$ cat src/rtl/battle_phase_fsm.sv
// battle_phase_fsm: turn-based battle sequencer (menu, dodge, action, attack, win/lose) driving player instructions and monster HP.
module battle_phase_fsm #(
   parameter int DODGE_TICKS = 7,
   parameter int ATK_TICKS   = 5,
   parameter int HP_W        = 8,
   parameter int MON_HP_MAX  = 100,
   parameter int HEAL_AMT    = 10
) (
   input  logic            clk,
   input  logic            rst_n,
   input  logic            tick,
   input  logic [3:0]      key,
   input  logic            player_dead,
   input  logic            dmg_event,
   input  logic            heal,
   input  logic [7:0]      damage,
   input  logic            atk_pass,
   input  logic [HP_W-1:0] dmg_mon,
   output logic [7:0]      state,
   output logic [15:0]     player_instr,
   output logic            move_valid,
   output logic            start_dmg,
   output logic [HP_W-1:0] mon_hp
);
   typedef enum logic [3:0] {
      MENU   = 4'd1,
      WIN    = 4'd2,
      LOSE   = 4'd3,
      DODGE  = 4'd9,
      ATTACK = 4'd10,
      ACTION = 4'd11
   } page_t;

   localparam logic [3:0]  K_W = 4'd1;
   localparam logic [3:0]  K_A = 4'd2;
   localparam logic [3:0]  K_D = 4'd4;
   localparam logic [3:0]  K_J = 4'd5;
   localparam logic [3:0]  K_SP = 4'd8;
   localparam logic [3:0]  DODGE_LAST = 4'(DODGE_TICKS - 1);
   localparam logic [3:0]  ATK_LAST = 4'(ATK_TICKS - 1);
   localparam logic [15:0] I_HPY = {4'd1, 8'(HEAL_AMT), 4'd0};

   page_t           page;
   logic [3:0]      sub;
   logic [3:0]      key_prev;
   logic            press;
   logic [HP_W-1:0] hp_left;

   assign state   = {page, sub};
   assign press   = key != 4'd0 && key != key_prev;
   assign hp_left = mon_hp > dmg_mon ? mon_hp - dmg_mon : '0;

   always_ff @(posedge clk or negedge rst_n) begin
      if (!rst_n) begin
         page         <= MENU;
         sub          <= 4'd0;
         player_instr <= 16'd0;
         move_valid   <= 1'b0;
         start_dmg    <= 1'b0;
         mon_hp       <= HP_W'(MON_HP_MAX);
         key_prev     <= 4'd0;
      end else begin
         key_prev   <= key;
         move_valid <= 1'b0;
         start_dmg  <= 1'b0;
         case (page)
            MENU:
               if (press && key == K_SP) begin
                  page         <= DODGE;
                  sub          <= 4'd0;
                  mon_hp       <= HP_W'(MON_HP_MAX);
                  player_instr <= 16'd0;
               end
            DODGE:
               if (player_dead) begin
                  page <= LOSE;
                  sub  <= 4'd0;
               end else if (tick && sub == DODGE_LAST) begin
                  page         <= ACTION;
                  sub          <= 4'd0;
                  player_instr <= 16'd0;
               end else begin
                  if (tick) sub <= sub + 4'd1;
                  if (dmg_event) begin
                     player_instr <= heal ? I_HPY : {4'd2, damage, 4'd0};
                     start_dmg    <= 1'b1;
                  end else if (key >= K_W && key <= K_D) begin
                     player_instr <= {4'd5, 4'd0, key - K_W, 4'd0};
                     move_valid   <= 1'b1;
                  end else begin
                     player_instr <= 16'd0;
                  end
               end
            ACTION:
               if (press) begin
                  if (key == K_A) begin
                     sub <= sub == 4'd0 ? 4'd2 : sub - 4'd1;
                  end else if (key == K_D) begin
                     sub <= sub == 4'd2 ? 4'd0 : sub + 4'd1;
                  end else if (key == K_J && sub == 4'd0) begin
                     page <= ATTACK;
                     sub  <= 4'd0;
                  end else if (key == K_J && sub == 4'd1) begin
                     player_instr <= I_HPY;
                     start_dmg    <= 1'b1;
                     page         <= DODGE;
                     sub          <= 4'd0;
                  end else if (key == K_J && sub == 4'd2) begin
                     page <= MENU;
                     sub  <= 4'd0;
                  end
               end
            ATTACK:
               if (atk_pass) begin
                  mon_hp <= hp_left;
                  page   <= hp_left == '0 ? WIN : DODGE;
                  sub    <= 4'd0;
               end else if (tick && sub == ATK_LAST) begin
                  page <= DODGE;
                  sub  <= 4'd0;
               end else if (tick) begin
                  sub <= sub + 4'd1;
               end
            WIN, LOSE:
               if (press && key == K_SP) begin
                  page <= MENU;
                  sub  <= 4'd0;
               end
            default: begin
               page <= MENU;
               sub  <= 4'd0;
            end
         endcase
      end
   end
endmodule

$ cat config.mk
export PLATFORM = sky130hd
export DESIGN_NAME = battle_phase_fsm
export DESIGN_NICKNAME = d
export VERILOG_FILES = /design/src/rtl/battle_phase_fsm.sv
export SDC_FILE = /design/constraint.sdc
export NUM_CORES = 1
export LEC_CHECK = 0
export ABC_AREA = 1
export BUFFER_PORTS_ARGS = -buffer_cell sky130_fd_sc_hd__buf_2
export CAP_MARGIN = 20
export CORE_MARGIN = 2
export CORE_UTILIZATION = 50
export DETAILED_ROUTE_END_ITERATION = 7
export PLACE_DENSITY = 0.79
export SYNTH_ARGS = -nofsm -noshare
export SYNTH_HDL_FRONTEND = slang
export SYNTH_SLANG_ARGS = --single-unit
$ cat constraint.sdc
create_clock -name clk -period 3.2 [get_ports clk]
set_clock_uncertainty 0.1 [all_clocks]
set_input_delay 0.16 -clock clk [delete_from_list [all_inputs] [get_ports clk]]
set_output_delay 0.16 -clock clk [all_outputs]
set_load 0.1 [all_outputs]
### Word level (Yosys, flattened, before mapping)

Cells that the tools add are included.

| word-level totals | value |
|---|---|
| output and inout port bits | 34 |
| bits of input ports | 27 |
| bits in read-only memories | 0 |
| register bits after elaboration | 38 |
| bits in writable memories | 0 |
| bits in latches | 0 |
| memories kept | 0 |

| cells by class | value |
|---|---|
| equal/unequal tests | 29 |
| reductions and logical operators | 19 |
| bitwise logic cells | 0 |
| magnitude comparators | 3 |
| shift operators | 0 |
| multipliers | 0 |
| add/subtract/negate cells | 4 |
| muxes and demuxes | 59 |
| divide/modulo/power cells | 0 |

Operators by type and width:

| operator | number |
|---|---|
| $mux 16 | 7 |
| $mux 4 | 27 |
| $pmux 16 s3 | 1 |
| $mux 15 | 3 |
| $mux 8 | 3 |
| $pmux 4 s5 | 1 |
| $ne 2x2->1 const B | 9 |
| $eq 4x2->1 const B | 4 |
| $eq 4x3->1 const B | 4 |
| $eq 4x4->1 const B | 4 |
| $pmux 4 s4 | 1 |
| $pmux 8 s2 | 1 |
| $reduce_and 8->1 | 2 |
| $mux 14 | 1 |
| $mux 1 | 13 |
| $eq 4x1->1 const B | 2 |
| $gt 8x8->1 | 1 |
| $logic_and 1x1->1 | 8 |
| $logic_not 8->1 | 1 |
| $sub 4x1->4 const B | 2 |
| $sub 8x8->8 | 1 |
| $ne 3x3->1 const B | 2 |
| $ne 6x6->1 const B | 1 |
| $reduce_and 3->1 | 2 |
| 13 further kinds | 13 |

### Depth between registers and ports, before layout

Gate-level depths: netlist (run 1).

| depth | value |
|---|---|
| depth after elaboration | 9 |
| depth in mapped cells | 16 |

### Least setup slack after synthesis (run 1)

OpenSTA, ideal clock, no wires.

| timing | value |
|---|---|
| path type | reg-to-reg |
| start point | register mon_hp[0] |
| end point | register page[1] |
| library setup time | 0.122 ns |
| period minus slack after synthesis | 2.617 ns |
| buffers on the path | 0 |
| data arrival time | 2.395 ns |
| required time | 2.978 ns |
| path slack | 0.583 ns |
| stages on the path, launching flop included | 16 |
| cell sequence | dfrtp_1 inv_1 ha_1 inv_1 fa_1 nand2_1 nand2_1 nand3_1 nand2_2 nand2_2 a21oi_1 nor2_1 nand4_1 nand2_1 nand2_1 nand2_1 |

| between the ends | value |
|---|---|
| longest elaborated chain between the ends | 6 |

RTL lines:

| what | RTL line | text |
|---|---|---|
| start: declaration | 23 | `output logic [HP_W-1:0] mon_hp` |
| start signal: assignment | 60 | `mon_hp <= HP_W'(MON_HP_MAX);` |
| start signal: assignment | 71 | `mon_hp <= HP_W'(MON_HP_MAX);` |
| start signal: assignment | 115 | `mon_hp <= hp_left;` |
| $sub 8x8->8 or $gt 8x8->1 (tied branches) | 51 | `assign hp_left = mon_hp > dmg_mon ? mon_hp - dmg_mon : '0;` |
| $mux 8 (*) | 51 |  |
| $logic_not 8->1 (*) | 116 | `page <= hp_left == '0 ? WIN : DODGE;` |
| $mux 4 (*) | 116 |  |
| $mux 4 (*) | 114 | `if (atk_pass) begin` |
| $pmux 4 s5 (*) | 66 | `case (page)` |
| end signal: assignment | 116 |  |
| end: declaration | 43 | `page_t page;` |

Every way passes the cells marked *; elsewhere a longest branch is shown, timed or not.
A chain may end at the register's enable or synchronous reset.

### Worst setup path after layout (run 1)

| timing | value |
|---|---|
| start point | register mon_hp[0] |
| end point | register page[3] |

Same word-level chain as after synthesis.

==> run metrics, run 1 <==
first-pass GRT wire length=10400 µm; Sw Ratio=58.6%; Die Y=76.9 µm; Core Region=5110 µm²; Pins Over Slew Limit=0; DRT Pass-1 Iters=4; largest net degree at the start of global routing=33; utilization after layout=60.9%; setup TNS=0 ns; Ant. Diodes=0; port buffer count=54; Layout Nets=461; Critical Path Source Type=flip-flop; routability cong.=0.878; mean post-synth cell area=7.45 µm²; Seq cells post-synth=32; synthesized cell area=2650 µm²; Lkg Pwr=1.69 nW; ANT nets after route=0; DRC errors left=0; RSZ-0062 raised after global routing=false; Worst Max-Slew Pin Slew=0.708 ns; Vias/cell=4.98; row count=26; Achievable Freq=442 MHz; Cells after Synth=356; WP data required=3.28 ns; placed instance area=2950 µm²; Layout area overhead=17.3%; wire per inst=12.0 µm; maximum vdd drop=356 µV; Worst setup EP type=flip-flop; post-route cell area=3110 µm²; die width=76.9 µm; via count of the first global-routing pass=2401; clock buffer depth=2; Clock Latency Late Sink=0.28 ns; fill count=487; Psw=1.60 mW; Max-slew headroom=52.8%; 1st-iter DRT viols=107; Final setup viols=0; I/O pins=61; worst hold start=damage[6]; status=finished, final reports clean; Power Density=879 nW/µm²; Worst EP arrival=2.34 ns; Crit Path Max Fanout=6; clock root buffer=clkbuf_8; EDFF count, synth=0; layout cells sized above 1=28.7%; Most used DFF post-synth=dfrtp_1; CTS buffer count=5; Clock transition at path regs=0.07 ns; Hold Vio Cnt, Final=0; DP HPWL=4630 µm; DR vias=2428; Worst Hold Class=primary input to flip-flop; post_cts resized=0; combinational power share=64.0%; clock tree from TritonCTS=done; ys async rst share=100%; initial core utilization=52.0%; source of the worst register-to-register timing path=mon_hp[0]; power share of the clock group=14.2%; Crit Path Class=flip-flop to flip-flop; Max Cap Viol=0; YS warnings=0; GRT Util Overall=21.4%; sequential share of power=21.9%; Routed WL=5830 µm; number of library cell types mapped by synthesis=45; sequential area share after synthesis=30.4%; dpl ws=0.935 ns; # clock sinks=32; H-tree Lvls=2; Power Internal=1.13 mW; Die Area=5910 µm²; grt ovf=0; setup ws final=0.935 ns; Setup crit start=mon_hp[0]; share of the clock period used by the worst path=70.8%; min cycle time layout=2.26 ns; number of antenna violations at the first check in global routing=0
==> cells in the final DEF, fill, tap and decap left out, drive strengths merged, types with 5 or more instances in the layout <==
master and instances:
a21oi 14, buf 54, clkbuf 5, conb 6
dfrtp 28, dlygate4sd3 5, ha 16, inv 55
nand2 107, nand3 23, nor2 31, o21ai 33
o22ai 5, xnor2 7
==> cell families after synthesis <==
group / count (synthesis) / synth area share, %
simple gates: 171 / 31.7
flops: 32 / 30.4
fa+ha+maj: 17 / 8.30
other cells: 1 / 0.141
compound gates: 60 / 15.3
buf+inv: 66 / 11.2
xor+xnor: 9 / 2.97
==> power groups by stage <==
stage               logic (mW)  clock network (mW)  registers [mW]
floorplan                0.870                   0            1.24
global placement          1.73                   0           0.601
detailed placement        1.75                   0           0.603
CTS                       1.76               0.397           0.597
global route              1.90               0.415           0.614
finish                    1.75               0.387           0.598
==> critical path: stages (launching register included) <==
cell,delay [ns]
dfrtp_1,0.37
inv_1,0.08
ha_1,0.14
inv_1,0.07
fa_1,0.43
nand2_1,0.08
nand2_1,0.08
nand3_1,0.10
nand2_2,0.08
nand2_2,0.12
a21oi_1,0.07
nor2_1,0.14
nand3_1,0.08
nand2_1,0.06
nand2_1,0.04
nand2_1,0.05
nand2_1,0.04
==> through the flow <==
step	power (mW)	hold WS, ns	cells
floorplan	2.11	-0.236	361
global placement	2.33	0.153	475
detailed placement	2.35	0.161	475
CTS	2.75	0.0183	488
global route	2.93	0.0276	488
finish	2.74	0.0230	488
==> registers in the layout, summed over array words and instances, names as in the netlist <==
signal,cells
start_dmg,1
sub,4
key_prev,4
page,3
player_instr,11
mon_hp,8
move_valid,1
==> what timing repair did <==
action,4_1_cts,5_1_grt
hold endpoints to repair,32,0
hold buffers,5,0
setup endpoints to repair,0,0
buffers inserted,0,0
==> metal layers <==
metal / up-vias / track usage [%] / wire [µm]
met2: 39 / 41.3 / 3130
li1: 1251 / - / -
met3: 8 / 2.59 / 148
met1: 1130 / 24.3 / 2460
met5: - / 0 / 0
met4: 0 / 6.36 / 90
==> cell type report <==
| class | instances | area [µm²] | share of cell area [%] |
|---|---|---|---|
| Clock inverter | 3 | 42.5 | 1.37 |
| Inverter | 56 | 216 | 6.96 |
| Tap cell | 70 | 87.6 | 2.81 |
| Clock buffer | 5 | 68.8 | 2.21 |
| Sequential cell | 32 | 806 | 25.9 |
| Multi-Input combinational cell | 263 | 1570 | 50.5 |
| Timing Repair Buffer | 59 | 320 | 10.3 |
==> synthesized netlist by cell type, types with 3 or more instances <==
library cell | instances | area (µm²)
o22ai_1 | 5 | 31.3
ha_1 | 16 | 200
xnor2_1 | 7 | 61.3
o21ai_2 | 9 | 78.8
dfstp_2 | 4 | 105
nand3_2 | 4 | 40.0
dfrtp_1 | 28 | 701
nand4_1 | 3 | 18.8
o21ai_1 | 3 | 15.0
o21ai_0 | 19 | 95.1
inv_2 | 9 | 33.8
a21oi_1 | 13 | 65.1
inv_1 | 45 | 169
nand2_2 | 11 | 68.8
buf_4 | 7 | 52.6
nand3_1 | 19 | 95.1
nand2_1 | 94 | 353
nor2_1 | 22 | 82.6
nor2_2 | 5 | 31.3
==> final timing paths <==
| path | cells past startpoint | slack, ns | endpoint |
|---|---|---|---|
| max reg2reg | 16 | 0.94 | page[3] |
| min reg2reg | 2 | 0.38 | player_instr[7] |
| min | 3 | 0.02 | player_instr[10] |
| max in group asynchronous | 2 | 2.19 | sub[2] |
| min in group asynchronous | 2 | 0.35 | player_instr[4] |
| max | 16 | 0.94 | page[3] |
Power figures use the tool's default switching activity.
==> run 2, diff against run 1 <==
Clock period 3.2 ns to 2.3 ns, I/O delays scaled along.
==> run 2 against run 1 <==
Net effect: non-clock buffer count is 7 higher; worst setup slack got worse by 0.88 ns; core utilization up 3.9 points; clock power up 40%; sequential power is 41% higher; total power up 46%; largest power group unchanged.
==> run metrics, run 2 (same netlist as run 1, synthesis figures left out) <==
maximum vdd drop=555 µV; Layout Nets=468; Clock transition at path regs=0.07 ns; Max Cap Viol=0; Hold Vio Cnt, Final=0; Crit Path Class=flip-flop to flip-flop; utilization after layout=64.8%; Crit Path Max Fanout=6; placed instance area=3000 µm²; initial core utilization=52.0%; largest net degree at the start of global routing=33; # clock sinks=32; Die Area=5910 µm²; source of the worst register-to-register timing path=mon_hp[5]; worst r2r dst=page[1]; port buffer count=54; DR vias=2494; clock tree from TritonCTS=done; Crit path top cell by count=nand2_1; Worst Max-Slew Pin Slew=0.729 ns; number of antenna violations at the first check in global routing=0; wire per inst=13.0 µm; area taken by multi-input logic gates=1670 µm²; Worst Path Buf+Inv=0; row count=26; Worst EP arrival=2.32 ns; Vias/cell=5.04; Achievable Freq=446 MHz; Final setup viols=0; internal reg-to-reg setup slack=0.06 ns; 1st-iter DRT viols=90; GRT Util Overall=21.7%; DP HPWL=4590 µm; min cycle time layout=2.24 ns; ANT nets after route=0; max reg flops=11; Power Density=1210 nW/µm²; Cell Chain, Critical Path=ha_1 > nand2_1 > nor2_1 > nand3_2 > nand2_4 > nand2_4 > a21oi_2 > nor2_4 > nand4_1 > nand2_1 > nand2_1 > nand2_1; worst r2r path cells=12; Pins Over Slew Limit=0; WHS Path Cells=2; status=finished, final reports clean; post-route cell area=3310 µm²; first-pass GRT wire length=10300 µm; Clock Latency Late Sink=0.29 ns; Max-slew headroom=51.4%; Ant. Diodes=0; Layout area overhead=24.7%; routability cong.=0.863; CTS buffer count=5; via count of the first global-routing pass=2384; DRT Pass-1 Iters=4; Die Y=76.9 µm; die width=76.9 µm; cell family with most CP delay=simple AND/OR/NAND/NOR gates; CP max stage cell=dfstp_4; Worst Hold Class=primary input to flip-flop; Biggest register=player_instr; Core Region=5110 µm²; register area=828 µm²; Critical Path Source Type=flip-flop; worst hold start=player_dead; fill count=452; commonest cells after routing, fill and taps aside=90 x nand2_1, 54 x buf_2, 43 x inv_1, 21 x dfrtp_1, 19 x o21ai_0; Worst setup EP type=flip-flop; clock root buffer=clkbuf_8; share of the clock period used by the worst path=97.5%; Hold EP=move_valid; grt ovf=0; layout cells sized above 1=35.5%; commonest non-fill, non-tap cell in the layout=nand2_1; clock buffer depth=2; I/O pins=61; biggest regs=player_instr (11), mon_hp (8); DRC errors left=0; slowest stage delay, CP=0.48 ns; H-tree Lvls=2; Routed WL=6450 µm; Lkg Pwr=1.72 nW; WP data required=2.38 ns
run 2: area by class of cell:
type | count | share of cell area [%]
Timing Repair Buffer | 66 | 12.0
Sequential cell | 32 | 25.0
Clock buffer | 5 | 2.08
Tap cell | 70 | 2.65
Clock inverter | 3 | 1.29
Multi-Input combinational cell | 263 | 50.3
Inverter | 56 | 6.62
run 2: power breakdown:
part | total (mW) | internal [mW] | switching [mW] | leakage, nW
Clock | 0.543 | 0.320 | 0.222 | 0.0541
Combinational | 2.62 | 0.638 | 1.98 | 1.26
Sequential | 0.844 | 0.730 | 0.113 | 0.406
run 2: worst max path at each step:
stage	slack, ns	from	endpoint	cells after the start
detailed placement	0.02	mon_hp[0]	page[3]	16
global placement	0.12	mon_hp[0]	page[3]	16
global route	-0.04	mon_hp[0]	page[1]	14
finish	0.06	mon_hp[5]	page[1]	12
floorplan	0.004	sub[2]	player_instr[6]	10
CTS	0.0003	mon_hp[0]	page[1]	15
run 2: per-stage QoR:
step	hold slack [ns]	cells	TNS, ns	power, mW	worst slack (ns)
floorplan	-0.281	361	0	2.95	0.00418
global route	0.00574	495	-0.0492	4.25	-0.0394
global placement	0.101	476	0	3.30	0.115
CTS	0.00770	495	0	3.92	0.000252
finish	0.00537	495	0	4.01	0.0565
detailed placement	0.106	476	0	3.34	0.0162
run 2: repair_timing:
item,4_1_cts,5_1_grt
buffers inserted,1,0
gates cloned,0,0
resized for setup,3,22
setup endpoints to repair,3,3
hold buffers,10,0
pin swaps,4,8
endpoints found under the hold margin,37,0
run 2: metal layers:
layer	vias up	GRT usage, %	wire, µm
met4	0	8.36	176
met3	17	2.94	187
met2	55	42.1	3470
met5	-	0	0
li1	1268	-	-
met1	1154	23.6	2620
==> run 3, diff against run 2 <==
--- a/config.mk
+++ b/config.mk
@@ -9,8 +9,10 @@
 export BUFFER_PORTS_ARGS = -buffer_cell sky130_fd_sc_hd__buf_2
 export CAP_MARGIN = 20
+export CELL_PAD_IN_SITES_DETAIL_PLACEMENT = 0
+export CELL_PAD_IN_SITES_GLOBAL_PLACEMENT = 1
 export CORE_MARGIN = 2
-export CORE_UTILIZATION = 50
+export CORE_UTILIZATION = 39
 export DETAILED_ROUTE_END_ITERATION = 7
-export PLACE_DENSITY = 0.79
+export PLACE_DENSITY = 0.84
 export SYNTH_ARGS = -nofsm -noshare
 export SYNTH_HDL_FRONTEND = slang
==> constraint.sdc (replaced) <==
create_clock -name clk -period 2.3 [get_ports clk]
set_clock_uncertainty 0.1 [all_clocks]
set_input_delay 0.23 -clock clk [delete_from_list [all_inputs] [get_ports clk]]
set_output_delay 0.23 -clock clk [all_outputs]
set_load 0.1 [all_outputs]
==> run 3 against run 2 <==
Net effect: clock-buffer cell count unchanged; maximum frequency rose by 1.5%; worst hold slack improved by 0.020 ns; via count decreased by 4.8%; sequential cell count stayed put; critical path depth up 4; worst setup slack gained 0.032 ns; routed wire length decreased by 4.2%; global-route usage down 4.4 points; critical path type unchanged; critical endpoint is now page[3]; largest power group unchanged; highest routed layer unchanged.
==> run metrics, run 3 (same netlist as run 1, synthesis figures left out) <==
final instance count without filler cells=498; Achievable Freq=452 MHz; Clock Latency Late Sink=0.29 ns; Routed WL=6180 µm; Die Y=86.5 µm; maximum vdd drop=442 µV; Worst Max-Slew Pin Slew=0.739 ns; initial core utilization=39.7%; Critical Path Source Type=flip-flop; fill count=694; min cycle time layout=2.21 ns; Max Cap Viol=0; # clock sinks=32; Biggest register=player_instr; clock buffer depth=2; DRT Pass-1 Iters=4; RSZ-0062 raised after global routing=true; Layout area overhead=21.4%; via count of the first global-routing pass=2285; GRT Util Overall=17.3%; share of the clock period used by the worst path=96.1%; commonest non-fill, non-tap cell in the layout=nand2_1; utilization after layout=48.2%; dpl ws=0.0460 ns; setup ws final=0.0886 ns; Power Density=1240 nW/µm²; DR vias=2375; Core Region=6680 µm²; setup TNS=0 ns; Crit Path Class=flip-flop to flip-flop; number of antenna violations at the first check in global routing=0; Crit Path Max Fanout=4; port buffer count=54; H-tree Lvls=2; Die Area=7480 µm²; max reg flops=11; Worst setup EP type=flip-flop; area taken by multi-input logic gates=1640 µm²; die width=86.5 µm; Worst EP arrival=2.29 ns; Hold Vio Cnt, Final=0; CTS buffer count=5; layout cells sized above 1=35.6%; Clock transition at path regs=0.07 ns; placed insts=487; first-pass GRT wire length=10300 µm; register area=828 µm²; Layout Nets=461; routability cong.=0.861; status=finished, final reports clean; clock root buffer=clkbuf_8; Pins Over Slew Limit=0; WP data required=2.37 ns; grt ovf=0; 1st-iter DRT viols=100; Final setup viols=0; Max-slew headroom=50.8%; row count=30; I/O pins=61; clock tree from TritonCTS=done; DRC errors left=0; wire per inst=12.4 µm; Vias/cell=4.77; ANT nets after route=0; Ant. Diodes=0; largest net degree at the start of global routing=33; biggest regs=player_instr (11), mon_hp (8); Worst Hold Class=primary input to flip-flop; DP HPWL=4820 µm; commonest cells after routing, fill and taps aside=91 x nand2_1, 54 x buf_2, 43 x inv_1, 21 x dfrtp_1, 19 x o21ai_0; Lkg Pwr=1.69 nW
==> run 3: changes by cell type in the layout (fill, tap and decap cells not counted) <==
cell,delta
xnor2_1,+1
nor3_2,-1
nand3_2,-1
nor2_2,+1
xnor2_2,-1
nor3_1,+1
nand2_1,+1
nand3_1,+1
dlygate4sd3_1,-9
nand2_2,-1
buf_4,+2
nor2_4,-1
==> run 3: final cells by class <==
class,instances,area share [%]
clock inverters,3,1.32
well taps,80,3.11
inverters,56,6.80
repair buffers,59,10.0
multi-input cells,263,50.9
clock buffers,5,2.14
flip-flops and latches,32,25.7
==> run 3: final timing paths <==
| path | from | end | slack (ns) | depth (start not counted) |
|---|---|---|---|---|
| hold reg to reg | player_instr[7] | player_instr[7] | 0.38 | 2 |
| setup reg to reg | mon_hp[0] | page[3] | 0.09 | 16 |
| max in group asynchronous | rst_n | mon_hp[0] | 1.11 | 2 |
| setup / recovery | mon_hp[0] | page[3] | 0.09 | 16 |
| hold / removal | key[1] | key_prev[1] | 0.03 | 1 |
| min in group asynchronous | rst_n | player_instr[8] | 0.43 | 2 |
==> run 3: critical path: stages, from the launching register on <==
cell and delay [ns]:
dfrtp_4 0.49, inv_4 0.07, ha_4 0.12, inv_2 0.04, fa_2 0.39, nand2_2 0.09, nand2_2 0.07, nand3_2 0.09
nand2_4 0.07, nand3_1 0.10, nand2_1 0.08, nor2_2 0.12, nand3_1 0.09, nand2_1 0.06, nand2_1 0.04, nand2_1 0.05
nand2_1 0.04
==> run 3: routing by layer <==
metal	wire length, µm	vias up	global-route usage (%)
li1	-	1255	-
met1	2800	1087	20.7
met2	3180	28	31.8
met3	144	5	3.24
met4	58	0	4.12
met5	0	-	0
==> run 3: per-stage QoR <==
stage	cell area, µm²	hold slack [ns]	power, mW
floorplan	2700	-0.166	2.95
global placement	3020	0.231	3.35
detailed placement	3020	0.239	3.37
CTS	3140	0.0208	3.94
global route	3220	0.0173	4.27
finish	3220	0.0258	3.99
==> run 3: repair_timing <==
action	4_1_cts	5_1_grt
hold endpoints to repair	28	0
gates resized for setup	0	20
hold buffers	1	0
buffers inserted	0	2
endpoints found under the setup margin	0	3
==> run 3: report_power, final <==
| group | internal, mW | leakage [nW] | switching (mW) | total (mW) |
|---|---|---|---|---|
| combinational | 0.634 | 1.22 | 1.96 | 2.60 |
| sequential | 0.730 | 0.406 | 0.108 | 0.839 |
| clock | 0.321 | 0.0541 | 0.234 | 0.555 |
